## config.mk

```make
export PLATFORM = sky130hd
export DESIGN_NAME = sipo_frame_ctrl
export DESIGN_NICKNAME = d
export VERILOG_FILES = /design/src/rtl/sipo_frame_ctrl.sv
export SDC_FILE = /design/constraint.sdc
export NUM_CORES = 1
export LEC_CHECK = 0
export ABC_AREA = 1
export BUFFER_PORTS_ARGS = -buffer_cell sky130_fd_sc_hd__buf_4
export CORE_AREA = 2 2 52 54
export CTS_CLUSTER_SIZE = 20
export DETAILED_ROUTE_END_ITERATION = 12
export DIE_AREA = 0 0 54 56
export PLACE_DENSITY = 0.61
export SYNTH_ARGS = -nofsm -noshare
export SYNTH_HDL_FRONTEND = slang
export SYNTH_SLANG_ARGS = --single-unit
```

## constraint.sdc

```tcl
create_clock -name clk -period 1.42 [get_ports clk]
set_input_delay 0 -clock clk [delete_from_list [all_inputs] [get_ports clk]]
set_output_delay 0 -clock clk [all_outputs]
set_load 0.02 [all_outputs]
```

## src/rtl/sipo_frame_ctrl.sv

```systemverilog
// Framed serial-in/parallel-out capture: counts qualified bits after a start strobe and hands
// the word off on valid/ready. Define SIPO_FRAME_PARITY_EN to add an even-parity trailer bit.
module sipo_frame_ctrl #(
  parameter int WIDTH = 4
) (
  input  logic             clk,
  input  logic             reset,
  input  logic             start_i,
  input  logic             abort_i,
  input  logic             x_i,
  input  logic             x_valid_i,
  output logic [WIDTH-1:0] data_o,
  output logic             valid_o,
  input  logic             ready_i,
  output logic             busy_o,
  output logic             overrun_o,
`ifdef SIPO_FRAME_PARITY_EN
  output logic             parity_err_o,
`endif
  output logic [7:0]       frame_cnt_o
);

  localparam int CNT_W = $clog2(WIDTH + 2);
`ifdef SIPO_FRAME_PARITY_EN
  localparam int NBITS = WIDTH + 1;
`else
  localparam int NBITS = WIDTH;
`endif
  localparam logic [CNT_W-1:0] LAST_BIT  = CNT_W'(NBITS - 1);
  localparam logic [CNT_W-1:0] DATA_BITS = CNT_W'(WIDTH);

  typedef enum logic [1:0] {IDLE, SHIFT, HOLD} state_t;

  state_t             state_q, state_d;
  logic [WIDTH-1:0]   sr_q, sr_d;
  logic [CNT_W-1:0]   cnt_q, cnt_d;
  logic               ovr_q, ovr_d;
  logic [7:0]         fcnt_q, fcnt_d;
`ifdef SIPO_FRAME_PARITY_EN
  logic               par_q, par_d;
  logic               perr_q, perr_d;
`endif

  always_ff @(posedge clk) begin
    if (!reset) begin
      state_q <= IDLE;
      sr_q    <= '0;
      cnt_q   <= '0;
      ovr_q   <= 1'b0;
      fcnt_q  <= '0;
`ifdef SIPO_FRAME_PARITY_EN
      par_q   <= 1'b0;
      perr_q  <= 1'b0;
`endif
    end else begin
      state_q <= state_d;
      sr_q    <= sr_d;
      cnt_q   <= cnt_d;
      ovr_q   <= ovr_d;
      fcnt_q  <= fcnt_d;
`ifdef SIPO_FRAME_PARITY_EN
      par_q   <= par_d;
      perr_q  <= perr_d;
`endif
    end
  end

  // The shift register doubles as the output word: it is frozen while in HOLD.
  always_comb begin
    state_d = state_q;
    sr_d    = sr_q;
    cnt_d   = cnt_q;
    ovr_d   = ovr_q;
    fcnt_d  = fcnt_q;
`ifdef SIPO_FRAME_PARITY_EN
    par_d   = par_q;
    perr_d  = perr_q;
`endif
    case (state_q)
      IDLE: begin
        if (start_i) begin
          state_d = SHIFT;
          cnt_d   = '0;
`ifdef SIPO_FRAME_PARITY_EN
          par_d   = 1'b0;
`endif
        end
      end
      SHIFT: begin
        if (abort_i) begin
          state_d = IDLE;
          cnt_d   = '0;
          sr_d    = '0;
`ifdef SIPO_FRAME_PARITY_EN
          par_d   = 1'b0;
`endif
        end else if (x_valid_i) begin
          cnt_d = cnt_q + CNT_W'(1);
          if (cnt_q < DATA_BITS) begin
            sr_d = {sr_q[WIDTH-2:0], x_i};
          end
`ifdef SIPO_FRAME_PARITY_EN
          par_d = par_q ^ x_i;
`endif
          if (cnt_q == LAST_BIT) begin
            state_d = HOLD;
            cnt_d   = '0;
`ifdef SIPO_FRAME_PARITY_EN
            perr_d  = par_q ^ x_i;
`endif
          end
        end
      end
      HOLD: begin
        if (x_valid_i) begin
          ovr_d = 1'b1;
        end
        if (ready_i) begin
          fcnt_d  = fcnt_q + 8'd1;
          cnt_d   = '0;
          state_d = start_i ? SHIFT : IDLE;
`ifdef SIPO_FRAME_PARITY_EN
          par_d   = 1'b0;
          perr_d  = 1'b0;
`endif
        end
      end
      default: state_d = IDLE;
    endcase
  end

  assign data_o      = sr_q;
  assign valid_o     = (state_q == HOLD);
  assign busy_o      = (state_q != IDLE);
  assign overrun_o   = ovr_q;
  assign frame_cnt_o = fcnt_q;
`ifdef SIPO_FRAME_PARITY_EN
  assign parity_err_o = perr_q;
`endif

endmodule
```

==> impl_summary.log, run 1 <==
INFO  metric synth-seq-area-share = 38.9%
INFO  metric synth-edff-count = 0
INFO  metric fin_worst_skew = 0.00182 ns
INFO  metric p_sw = 0.000755 W
INFO  metric effective_utilization_at_floorplan = 38.1%
INFO  metric timing.critical_path.arrival = 1.45 ns
INFO  metric synth.cell_area = 927 sq um
INFO  metric post_route_fraction_of_the_period_consumed_by_the_critical_path = 88.3%
INFO  metric detail_route.wl_per_cell = 9.86 um
INFO  metric power_report.internal_total = 0.00108 W
INFO  metric rsz_0062_raised_after_global_routing = no
INFO  metric overflow_left_after_global_routing = 0
INFO  metric clockBufferDepth = 2
INFO  metric drt-initial-drc-count = 11
INFO  metric run_status = finished clean
INFO  metric post-cts-setup-buffer-count = 0
INFO  metric power_share_of_the_sequential_group = 38.6%
INFO  metric total_negative_setup_slacks = 0 ns
INFO  metric antennaDiodeCount = 0
INFO  metric total_setup_violations_reported_at_the_end_of_the_flow = 0
INFO  metric endpoint_kind = register
INFO  metric site_rows = 18
INFO  metric ff2ff_setup_slack = 0.17 ns
INFO  metric p_leak = 0.570 nW
INFO  metric core_area = 2430 sq um
INFO  metric worst-path-max-fanout = 4
INFO  metric worst-slew-pin-transition = 0.257 ns
INFO  metric drt-vias-per-instance = 4.63
INFO  metric number_of_detailed_route_iterations_in_the_first_pass = 4
INFO  metric hold_start = ready_i
INFO  metric netlist_instances = 136
INFO  metric area_growth_syn_to_layout = 27.0%
INFO  metric synth_cell_type_count = 21
INFO  metric drive_above_1_share = 20.4%
INFO  metric cts_sinks = 18
INFO  metric io_buffer_count = 21
INFO  metric die_h = 56 um
INFO  metric grt_pass1_vias = 737
INFO  metric post_synth.cell_area_avg = 6.82 sq um
INFO  metric max_freq = 0.797 GHz
INFO  metric max_slew_margin = 82.9%
INFO  metric largest_net_degree_at_the_start_of_global_routing = 12
INFO  metric p_comb_share = 44.2%
INFO  metric num_vias = 888
INFO  metric worstHoldPathType = input port to register
INFO  metric antenna_violating_nets_post_route = 0
INFO  metric gr_util_all_layers = 14.0%
INFO  metric tritoncts = yes
INFO  metric sw_frac_of_total = 41.1%
INFO  metric worst-setup-path-type = register to register
INFO  metric clockPowerShare = 17.2%
INFO  metric synth.net_count = 145
INFO  metric p_per_area = 1560 nW/um^2
INFO  metric synth_commonest_cells = 32 x sky130_fd_sc_hd__nand2_1, 22 x sky130_fd_sc_hd__inv_1, 21 x sky130_fd_sc_hd__nor2_1
INFO  metric synth_seq_cells = 18
INFO  metric ys_dominant_reg_cell = sky130_fd_sc_hd__dfxtp_1
INFO  metric netlist_top_cells_area = sky130_fd_sc_hd__dfxtp_1 39%, sky130_fd_sc_hd__nand2_1 13%, sky130_fd_sc_hd__inv_1 8.9%
INFO  metric period_needed = 1.25 ns
INFO  metric remaining_drc_errors = 0
INFO  metric clock_tree.htree_level_count = 1
INFO  metric drt_wl_total = 1.89 mm
INFO  metric grt_first_pass_wirelength = 3.16 mm
INFO  metric antenna_found_initial = 0
INFO  metric io_pins = 22
INFO  metric cts_inserted_buffers = 3
INFO  metric finalWeightedCongestion = 0.815
INFO  metric postSynth.asyncResetShare = 0%
INFO  metric crit_end = frame_cnt_o[4]
INFO  metric timing.critical_path.required = 1.62 ns
INFO  metric r2r_cells = 6
INFO  metric detailed_place_hpwl = 1.46 mm
INFO  metric place_worst_setup_slack = 0.0975 ns
INFO  metric postLayoutSetupSlackWorst = 0.166 ns
INFO  metric crit_start = frame_cnt_o[0]
INFO  metric startpoint_type = register
INFO  metric synth.largest_area_cell = sky130_fd_sc_hd__dfxtp_1
INFO  metric slew_violations = 0
INFO  metric yosys_warning_count = 0
INFO  metric yosys.area.top_type_share = 38.9%
INFO  metric clk_latency = 0.29 ns
INFO  metric yosys.cell_count.top_type = sky130_fd_sc_hd__nand2_1
INFO  metric dieArea = 3020 sq um
INFO  metric hold_viol = 0
INFO  metric crit-reg2reg-launch = frame_cnt_o[0]
INFO  metric clk_root_buffer_cell = sky130_fd_sc_hd__clkbuf_4
INFO  metric drv_cap = 0
INFO  metric clkSlewWorstSetupHoldPaths = 0.10 ns
INFO  metric net_count_of_the_finished_layout = 172
INFO  metric die_width = 54 um
INFO  metric vdd.ir_drop.worst = 0.000809 V
INFO  metric critical_path.reg2reg.endpoint = frame_cnt_o[4]
[state kept, by name, summed over array words and instances (netlist names)]
| name | cells |
|---|---|
| data_o | 4 |
| frame_cnt_o | 8 |
| state_q | 2 |
| overrun_o | 1 |
| cnt_q | 3 |
[worst min-delay path by stage]
stage                                end  slack [ns]  cells after the start
after floorplan           frame_cnt_o[1]        0.16                      2
after CTS                 frame_cnt_o[1]       0.004                      3
final                     frame_cnt_o[1]        0.02                      3
after global routing      frame_cnt_o[1]        0.02                      3
after detailed placement       data_o[0]        0.31                      3
after global placement         data_o[0]        0.28                      3
[final cells by class]
class,instances,area [sq um]
flip-flops and latches,18,360
multi-input cells,93,475
fillers,264,1250
clock buffers,4,36.3
well taps,30,37.5
inverters,24,90.1
repair buffers,23,178
[repair_timing]
action                                  4_1_cts  5_1_grt
endpoints found under the setup margin        0        1
hold endpoints to repair                      7        0
hold buffers                                  2        0
gates resized for setup                       0        1
[metrics by stage]
stage	cell area, sq um	total power [W]	hold WS, ns	std cells	util, %
6_report	1180	0.00184	0.0192	192	48.4
2_1_floorplan	927	0.00130	0.165	136	-
3_3_place_gp	1120	0.00152	0.284	186	46.0
4_1_cts	1170	0.00187	0.00358	192	48.3
3_5_place_dp	1120	0.00153	0.315	186	46.0
5_1_grt	1180	0.00201	0.0181	192	48.4
[power groups by stage]
stage                     Sequential (W)  Combinational (W)  Clock (W)
after floorplan                 0.000762           0.000537          0
after global placement          0.000718           0.000803          0
after detailed placement        0.000721           0.000814          0
after CTS                       0.000711           0.000821   0.000337
after global routing            0.000729           0.000926   0.000358
final                           0.000709           0.000812   0.000315
[logic make-up after synthesis]
| logic type | after synthesis | share of synthesized area (%) |
|---|---|---|
| flops | 18 | 38.9 |
| xor+xnor | 1 | 0.945 |
| compound gates | 16 | 9.18 |
| simple gates | 74 | 38.2 |
| buf+inv | 25 | 10.1 |
| fa+ha+maj | 2 | 2.70 |
[per-layer routing]
| metal | routed length (um) | global-route usage (%) |
|---|---|---|
| met5 | 0 | 0 |
| met4 | 34 | 6.43 |
| met3 | 86 | 3.23 |
| met2 | 855 | 20.2 |
| met1 | 916 | 19.3 |
[cell usage in the layout, fill, tap and decap left out, drive strengths merged]
master       synthesis  final
nor2                24     24
a21o                 1      1
dlygate4sd3          0      2
dfxtp               18     18
o21a                 1      1
a21oi               11     11
nor3                 4      4
inv                 23     23
nand2               33     33
clkinv               1      1
nand4                4      4
clkbuf               1      4
xor2                 1      1
o21ai                3      3
ha                   2      2
nand3b               1      1
buf                  0     21
nand3                8      8
[critical path, stage by stage (launching register included)]
cell and delay (ns):
sky130_fd_sc_hd__dfxtp_1 0.41, sky130_fd_sc_hd__ha_1 0.17, sky130_fd_sc_hd__nand4_1 0.17, sky130_fd_sc_hd__nor2_2 0.21, sky130_fd_sc_hd__nand3_1 0.10, sky130_fd_sc_hd__nand2_1 0.07, sky130_fd_sc_hd__nor2_1 0.04
No activity file was read; power rests on OpenSTA's default activity.
==> run 2, diff against run 1 <==
--- a/config.mk
+++ b/config.mk
@@ -11,6 +11,7 @@
 export CTS_CLUSTER_SIZE = 20
 export DETAILED_ROUTE_END_ITERATION = 12
 export DIE_AREA = 0 0 54 56
+export MAX_ROUTING_LAYER = met4
 export PLACE_DENSITY = 0.61
 export SYNTH_ARGS = -nofsm -noshare
 export SYNTH_HDL_FRONTEND = slang
==> run 2 against run 1 <==
Compared with the run above: clock skew about the same; sequential power about the same; non-clock buffer count unchanged; final area unchanged; critical endpoint is now frame_cnt_o[5].
==> impl_summary.log, run 2 (synthesis gave the netlist of run 1 again) <==
INFO  metric holdPathEnd = frame_cnt_o[1]
INFO  metric cell_by_cell_listing_of_the_critical_path = inv_1 -> nor2_4 -> nand2_4 -> nor2_4 -> nand3_1 -> a21oi_1
INFO  metric drt_wl_total = 1.88 mm
INFO  metric worst-slew-pin-transition = 0.257 ns
INFO  metric max_slew_margin = 82.8%
INFO  metric p_leak = 0.570 nW
INFO  metric share_of_the_core_filled_with_cells_in_the_final_layout = 48.4%
INFO  metric io_pins = 22
INFO  metric post_route_fraction_of_the_period_consumed_by_the_critical_path = 88.2%
INFO  metric die_h = 56 um
INFO  metric cts_sinks = 18
INFO  metric antenna_found_initial = 0
INFO  metric timing.critical_path.required = 1.65 ns
INFO  metric hold-worst-slack = 0.0188 ns
INFO  metric placed_cells_incl_taps = 186
INFO  metric endpoint_kind = register
INFO  metric cts_inserted_buffers = 3
INFO  metric largest_register_ffs = 8
INFO  metric site_rows = 18
INFO  metric place_worst_setup_slack = 0.0975 ns
INFO  metric fillCellCount = 264
INFO  metric antenna_violating_nets_post_route = 0
INFO  metric grt_first_pass_wirelength = 3.17 mm
INFO  metric effective_utilization_at_floorplan = 38.1%
INFO  metric run_status = finished clean
INFO  metric vdd.ir_drop.worst = 0.000810 V
INFO  metric net_count_of_the_finished_layout = 172
INFO  metric total_setup_violations_reported_at_the_end_of_the_flow = 0
INFO  metric max_freq = 0.799 GHz
INFO  metric rsz_0062_raised_after_global_routing = no
INFO  metric total_negative_setup_slacks = 0 ns
INFO  metric dieArea = 3020 sq um
INFO  metric mostFrequentLayoutCells = 32 x sky130_fd_sc_hd__nand2_1, 22 x sky130_fd_sc_hd__inv_1, 21 x sky130_fd_sc_hd__buf_4
INFO  metric tritoncts = yes
INFO  metric overflow_left_after_global_routing = 0
INFO  metric drt-vias-per-instance = 4.61
INFO  metric detailed_place_hpwl = 1.46 mm
INFO  metric gr_util_all_layers = 14.4%
INFO  metric crit_slowest_cell = sky130_fd_sc_hd__dfxtp_1
INFO  metric clkSlewWorstSetupHoldPaths = 0.10 ns
INFO  metric finalWeightedCongestion = 0.827
INFO  metric post_layout_nonfiller_instances = 192
INFO  metric hold_start = ready_i
INFO  metric r2r_cells = 6
INFO  metric worst-setup-path-type = register to register
INFO  metric drv_cap = 0
INFO  metric area_growth_syn_to_layout = 27.0%
INFO  metric grt_pass1_vias = 735
INFO  metric detail_route.wl_per_cell = 9.81 um
INFO  metric die_width = 54 um
INFO  metric drive_above_1_share = 20.4%
INFO  metric antennaDiodeCount = 0
INFO  metric clk_root_buffer_cell = sky130_fd_sc_hd__clkbuf_4
INFO  metric ff2ff_setup_slack = 0.17 ns
INFO  metric fin_worst_skew = 0.00178 ns
INFO  metric critical_path.reg2reg.endpoint = frame_cnt_o[5]
INFO  metric drt-initial-drc-count = 10
INFO  metric num_vias = 886
INFO  metric largest_net_degree_at_the_start_of_global_routing = 12
INFO  metric p_per_area = 1560 nW/um^2
INFO  metric period_needed = 1.25 ns
INFO  metric timing.critical_path.arrival = 1.48 ns
INFO  metric hold_viol = 0
INFO  metric worst_hold_path.num_cells = 3
INFO  metric postLayoutSetupSlackWorst = 0.168 ns
INFO  metric crit-reg2reg-launch = state_q[1]
INFO  metric io_buffer_count = 21
INFO  metric worst-path-max-fanout = 6
INFO  metric remaining_drc_errors = 0
INFO  metric final_common_cell = sky130_fd_sc_hd__nand2_1
INFO  metric core_area = 2430 sq um
INFO  metric number_of_detailed_route_iterations_in_the_first_pass = 4
INFO  metric clk_latency = 0.29 ns
INFO  metric clock_tree.htree_level_count = 1
INFO  metric clockBufferDepth = 2
INFO  metric worst_path_largest_cell_delay = 0.44 ns
INFO  metric path_common_cell = sky130_fd_sc_hd__nor2_4
INFO  metric worstHoldPathType = input port to register
INFO  metric slew_violations = 0
INFO  metric startpoint_type = register
run 2: where the power goes:
part	total (W)	switching, W	internal, W
Clock	0.000315	0.000159	0.000156
Combinational	0.000813	0.000500	0.000313
Sequential	0.000708	0.0000965	0.000612
run 2: metal layers:
metal / track usage [%] / up-vias / routed length [um] / part of all wire (%)
met4: 6.43 / 0 / 34 / 1.8
li1: - / 477 / - / -
met5: - / - / 0 / 0
met2: 20.2 / 15 / 851 / 45
met3: 3.23 / 4 / 86 / 4.6
met1: 19.4 / 390 / 911 / 48
run 2: critical path, delay by kind of cell (launching register included):
family / cells / cell delay, ns
AO/OA/AOI/OAI: 1 / 0.14
buffers and inverters: 1 / 0.12
flip-flops: 1 / 0.44
AND/OR/NAND/NOR: 4 / 0.49
run 2: worst max-delay path by stage:
stage | start | endpoint | slack (ns) | depth (start not counted)
2_1_floorplan | frame_cnt_o[0] | frame_cnt_o[4] | 0.16 | 6
3_5_place_dp | frame_cnt_o[0] | frame_cnt_o[4] | 0.1 | 6
4_1_cts | frame_cnt_o[0] | frame_cnt_o[4] | 0.07 | 6
3_3_place_gp | frame_cnt_o[0] | frame_cnt_o[4] | 0.15 | 6
6_report | state_q[1] | frame_cnt_o[5] | 0.17 | 6
5_1_grt | state_q[1] | frame_cnt_o[5] | 0.02 | 6
run 2: repair_timing:
action / CTS / global route
endpoints found under the hold margin: 7 / 0
setup buffers: 0 / 0
hold buffers: 2 / 0
endpoints found under the setup margin: 0 / 1
gates resized for setup: 0 / 1
run 2: area by class of cell:
cell class	count	area [sq um]	area share (%)
inverter	24	90.1	7.65
timing repair buffer	23	178	15.1
multi-input combinational	93	475	40.4
sequential	18	360	30.6
tap	30	37.5	3.19
clock buffer	4	36.3	3.08
run 2: per-stage QoR:
step	cell area [sq um]	total power, W
after detailed placement	1120	0.00153
after global routing	1180	0.00201
after CTS	1170	0.00187
after floorplan	927	0.00130
final	1180	0.00184
after global placement	1120	0.00152
==> run 3, diff against run 2 <==
--- a/config.mk
+++ b/config.mk
@@ -11,6 +11,7 @@
 export CTS_CLUSTER_SIZE = 20
 export DETAILED_ROUTE_END_ITERATION = 12
 export DIE_AREA = 0 0 54 56
+export HOLD_SLACK_MARGIN = 0.02
 export MAX_ROUTING_LAYER = met4
 export PLACE_DENSITY = 0.61
 export SYNTH_ARGS = -nofsm -noshare
==> run 3 against run 2 <==
Compared with the run above: wire length is 0.21% higher; global-route usage stayed put; flip-flop and latch count unchanged; cell count is 0.52% higher; sequential share of layout area fell by 0.26 points; final area increased by 0.85%; via count is 0.68% higher; clock-buffer cell count is the same; die area unchanged; maximum frequency decreased by 0.17%; largest power group unchanged.
==> impl_summary.log, run 3 (synthesis gave the netlist of run 1 again) <==
INFO  metric run_status = finished clean
INFO  metric final_common_cell = sky130_fd_sc_hd__nand2_1
INFO  metric tritoncts = yes
INFO  metric p_comb_share = 44.3%
INFO  metric clkSlewWorstSetupHoldPaths = 0.10 ns
INFO  metric worstHoldPathType = input port to register
INFO  metric hold-worst-slack = 0.0508 ns
INFO  metric postLayoutSetupSlackWorst = 0.166 ns
INFO  metric io_buffer_count = 21
INFO  metric antenna_found_initial = 0
INFO  metric clockBufferDepth = 2
INFO  metric total_setup_violations_reported_at_the_end_of_the_flow = 0
INFO  metric rsz_0062_raised_after_global_routing = no
INFO  metric sw_frac_of_total = 41.1%
INFO  metric drt_wl_total = 1.89 mm
INFO  metric num_vias = 892
INFO  metric core_area = 2430 sq um
INFO  metric power_share_of_the_sequential_group = 38.5%
INFO  metric io_pins = 22
INFO  metric drive_above_1_share = 20.2%
INFO  metric ff2ff_setup_slack = 0.17 ns
INFO  metric mostFrequentLayoutCells = 32 x sky130_fd_sc_hd__nand2_1, 22 x sky130_fd_sc_hd__inv_1, 21 x sky130_fd_sc_hd__buf_4
INFO  metric drt-initial-drc-count = 10
INFO  metric finalWeightedCongestion = 0.827
INFO  metric clockPowerShare = 17.2%
INFO  metric timing.critical_path.arrival = 1.45 ns
INFO  metric hold_viol = 0
INFO  metric clk_root_buffer_cell = sky130_fd_sc_hd__clkbuf_4
INFO  metric worst-path-max-fanout = 4
INFO  metric period_needed = 1.25 ns
INFO  metric largest_register_ffs = 8
INFO  metric cts_sinks = 18
INFO  metric gr_util_all_layers = 14.4%
INFO  metric antennaDiodeCount = 0
INFO  metric remaining_drc_errors = 0
INFO  metric total_negative_setup_slacks = 0 ns
INFO  metric share_of_the_core_filled_with_cells_in_the_final_layout = 48.8%
INFO  metric max_slew_margin = 82.9%
INFO  metric die_h = 56 um
INFO  metric site_rows = 18
INFO  metric clock_tree.htree_level_count = 1
INFO  metric drt-vias-per-instance = 4.62
INFO  metric drv_cap = 0
INFO  metric endpoint_kind = register
INFO  metric grt_first_pass_wirelength = 3.17 mm
INFO  metric place_worst_setup_slack = 0.0975 ns
INFO  metric cts_inserted_buffers = 3
INFO  metric effective_utilization_at_floorplan = 38.1%
INFO  metric fin_worst_skew = 0.00178 ns
INFO  metric startpoint_type = register
INFO  metric largest_net_degree_at_the_start_of_global_routing = 12
INFO  metric post_route_fraction_of_the_period_consumed_by_the_critical_path = 88.3%
INFO  metric worst-setup-path-type = register to register
INFO  metric dieArea = 3020 sq um
INFO  metric detailed_place_hpwl = 1.46 mm
INFO  metric area_growth_syn_to_layout = 28.1%
INFO  metric overflow_left_after_global_routing = 0
INFO  metric power_report.internal_total = 0.00108 W
INFO  metric detail_route.wl_per_cell = 9.78 um
INFO  metric number_of_detailed_route_iterations_in_the_first_pass = 4
INFO  metric die_width = 54 um
INFO  metric worst-slew-pin-transition = 0.256 ns
INFO  metric p_sw = 0.000756 W
INFO  metric timing.critical_path.required = 1.62 ns
INFO  metric vdd.ir_drop.worst = 0.000810 V
INFO  metric net_count_of_the_finished_layout = 173
INFO  metric grt_pass1_vias = 735
INFO  metric slew_violations = 0
INFO  metric p_per_area = 1550 nW/um^2
INFO  metric clk_latency = 0.29 ns
INFO  metric max_freq = 0.797 GHz
INFO  metric p_leak = 0.575 nW
INFO  metric antenna_violating_nets_post_route = 0
## run 3: through the flow
step           power (W)  instance area [sq um]  std cells
2_1_floorplan    0.00130                    927        136
3_3_place_gp     0.00152                   1120        186
3_5_place_dp     0.00153                   1120        186
4_1_cts          0.00187                   1180        193
5_1_grt          0.00202                   1190        193
6_report         0.00184                   1190        193
## run 3: timing repair
| item | 4_1_cts | 5_1_grt |
|---|---|---|
| endpoints found under the hold margin | 10 | 0 |
| resized for setup | 0 | 1 |
| setup buffers | 0 | 0 |
| endpoints found under the setup margin | 0 | 1 |
| hold buffers | 3 | 0 |
## run 3: worst max-delay path: stages, from the launching register on
cell and delay (ns):
sky130_fd_sc_hd__dfxtp_1 0.41, sky130_fd_sc_hd__ha_1 0.17, sky130_fd_sc_hd__nand4_1 0.17, sky130_fd_sc_hd__nor2_2 0.21, sky130_fd_sc_hd__nand3_1 0.10, sky130_fd_sc_hd__nand2_1 0.07
sky130_fd_sc_hd__nor2_1 0.04
## run 3: area by class of cell
cell class / instances / area, sq um
multi-input combinational: 93 / 475
tap: 30 / 37.5
fill: 263 / 1240
clock buffer: 4 / 36.3
sequential: 18 / 360
inverter: 24 / 90.1
timing repair buffer: 24 / 188
## run 3: path summary, 6_finish.rpt
path | start | to | cells past startpoint
min | x_valid_i | overrun_o | 4
max | frame_cnt_o[0] | frame_cnt_o[4] | 6
min reg2reg | overrun_o | overrun_o | 1
max reg2reg | frame_cnt_o[0] | frame_cnt_o[4] | 6
## run 3: layer usage
layer,up-vias,GRT usage [%],share of wire [%]
li1,479,-,-
met1,394,19.4,48
met2,15,20.2,45
met3,4,3.23,4.6
met4,0,6.43,1.8
met5,-,-,0
## run 3: power by group through the flow
stage,Clock [W],Combinational [W],Sequential [W]
5_1_grt,0.000358,0.000929,0.000729
4_1_cts,0.000337,0.000823,0.000711
6_report,0.000315,0.000815,0.000709
3_3_place_gp,0,0.000803,0.000718
3_5_place_dp,0,0.000814,0.000721
2_1_floorplan,0,0.000537,0.000762
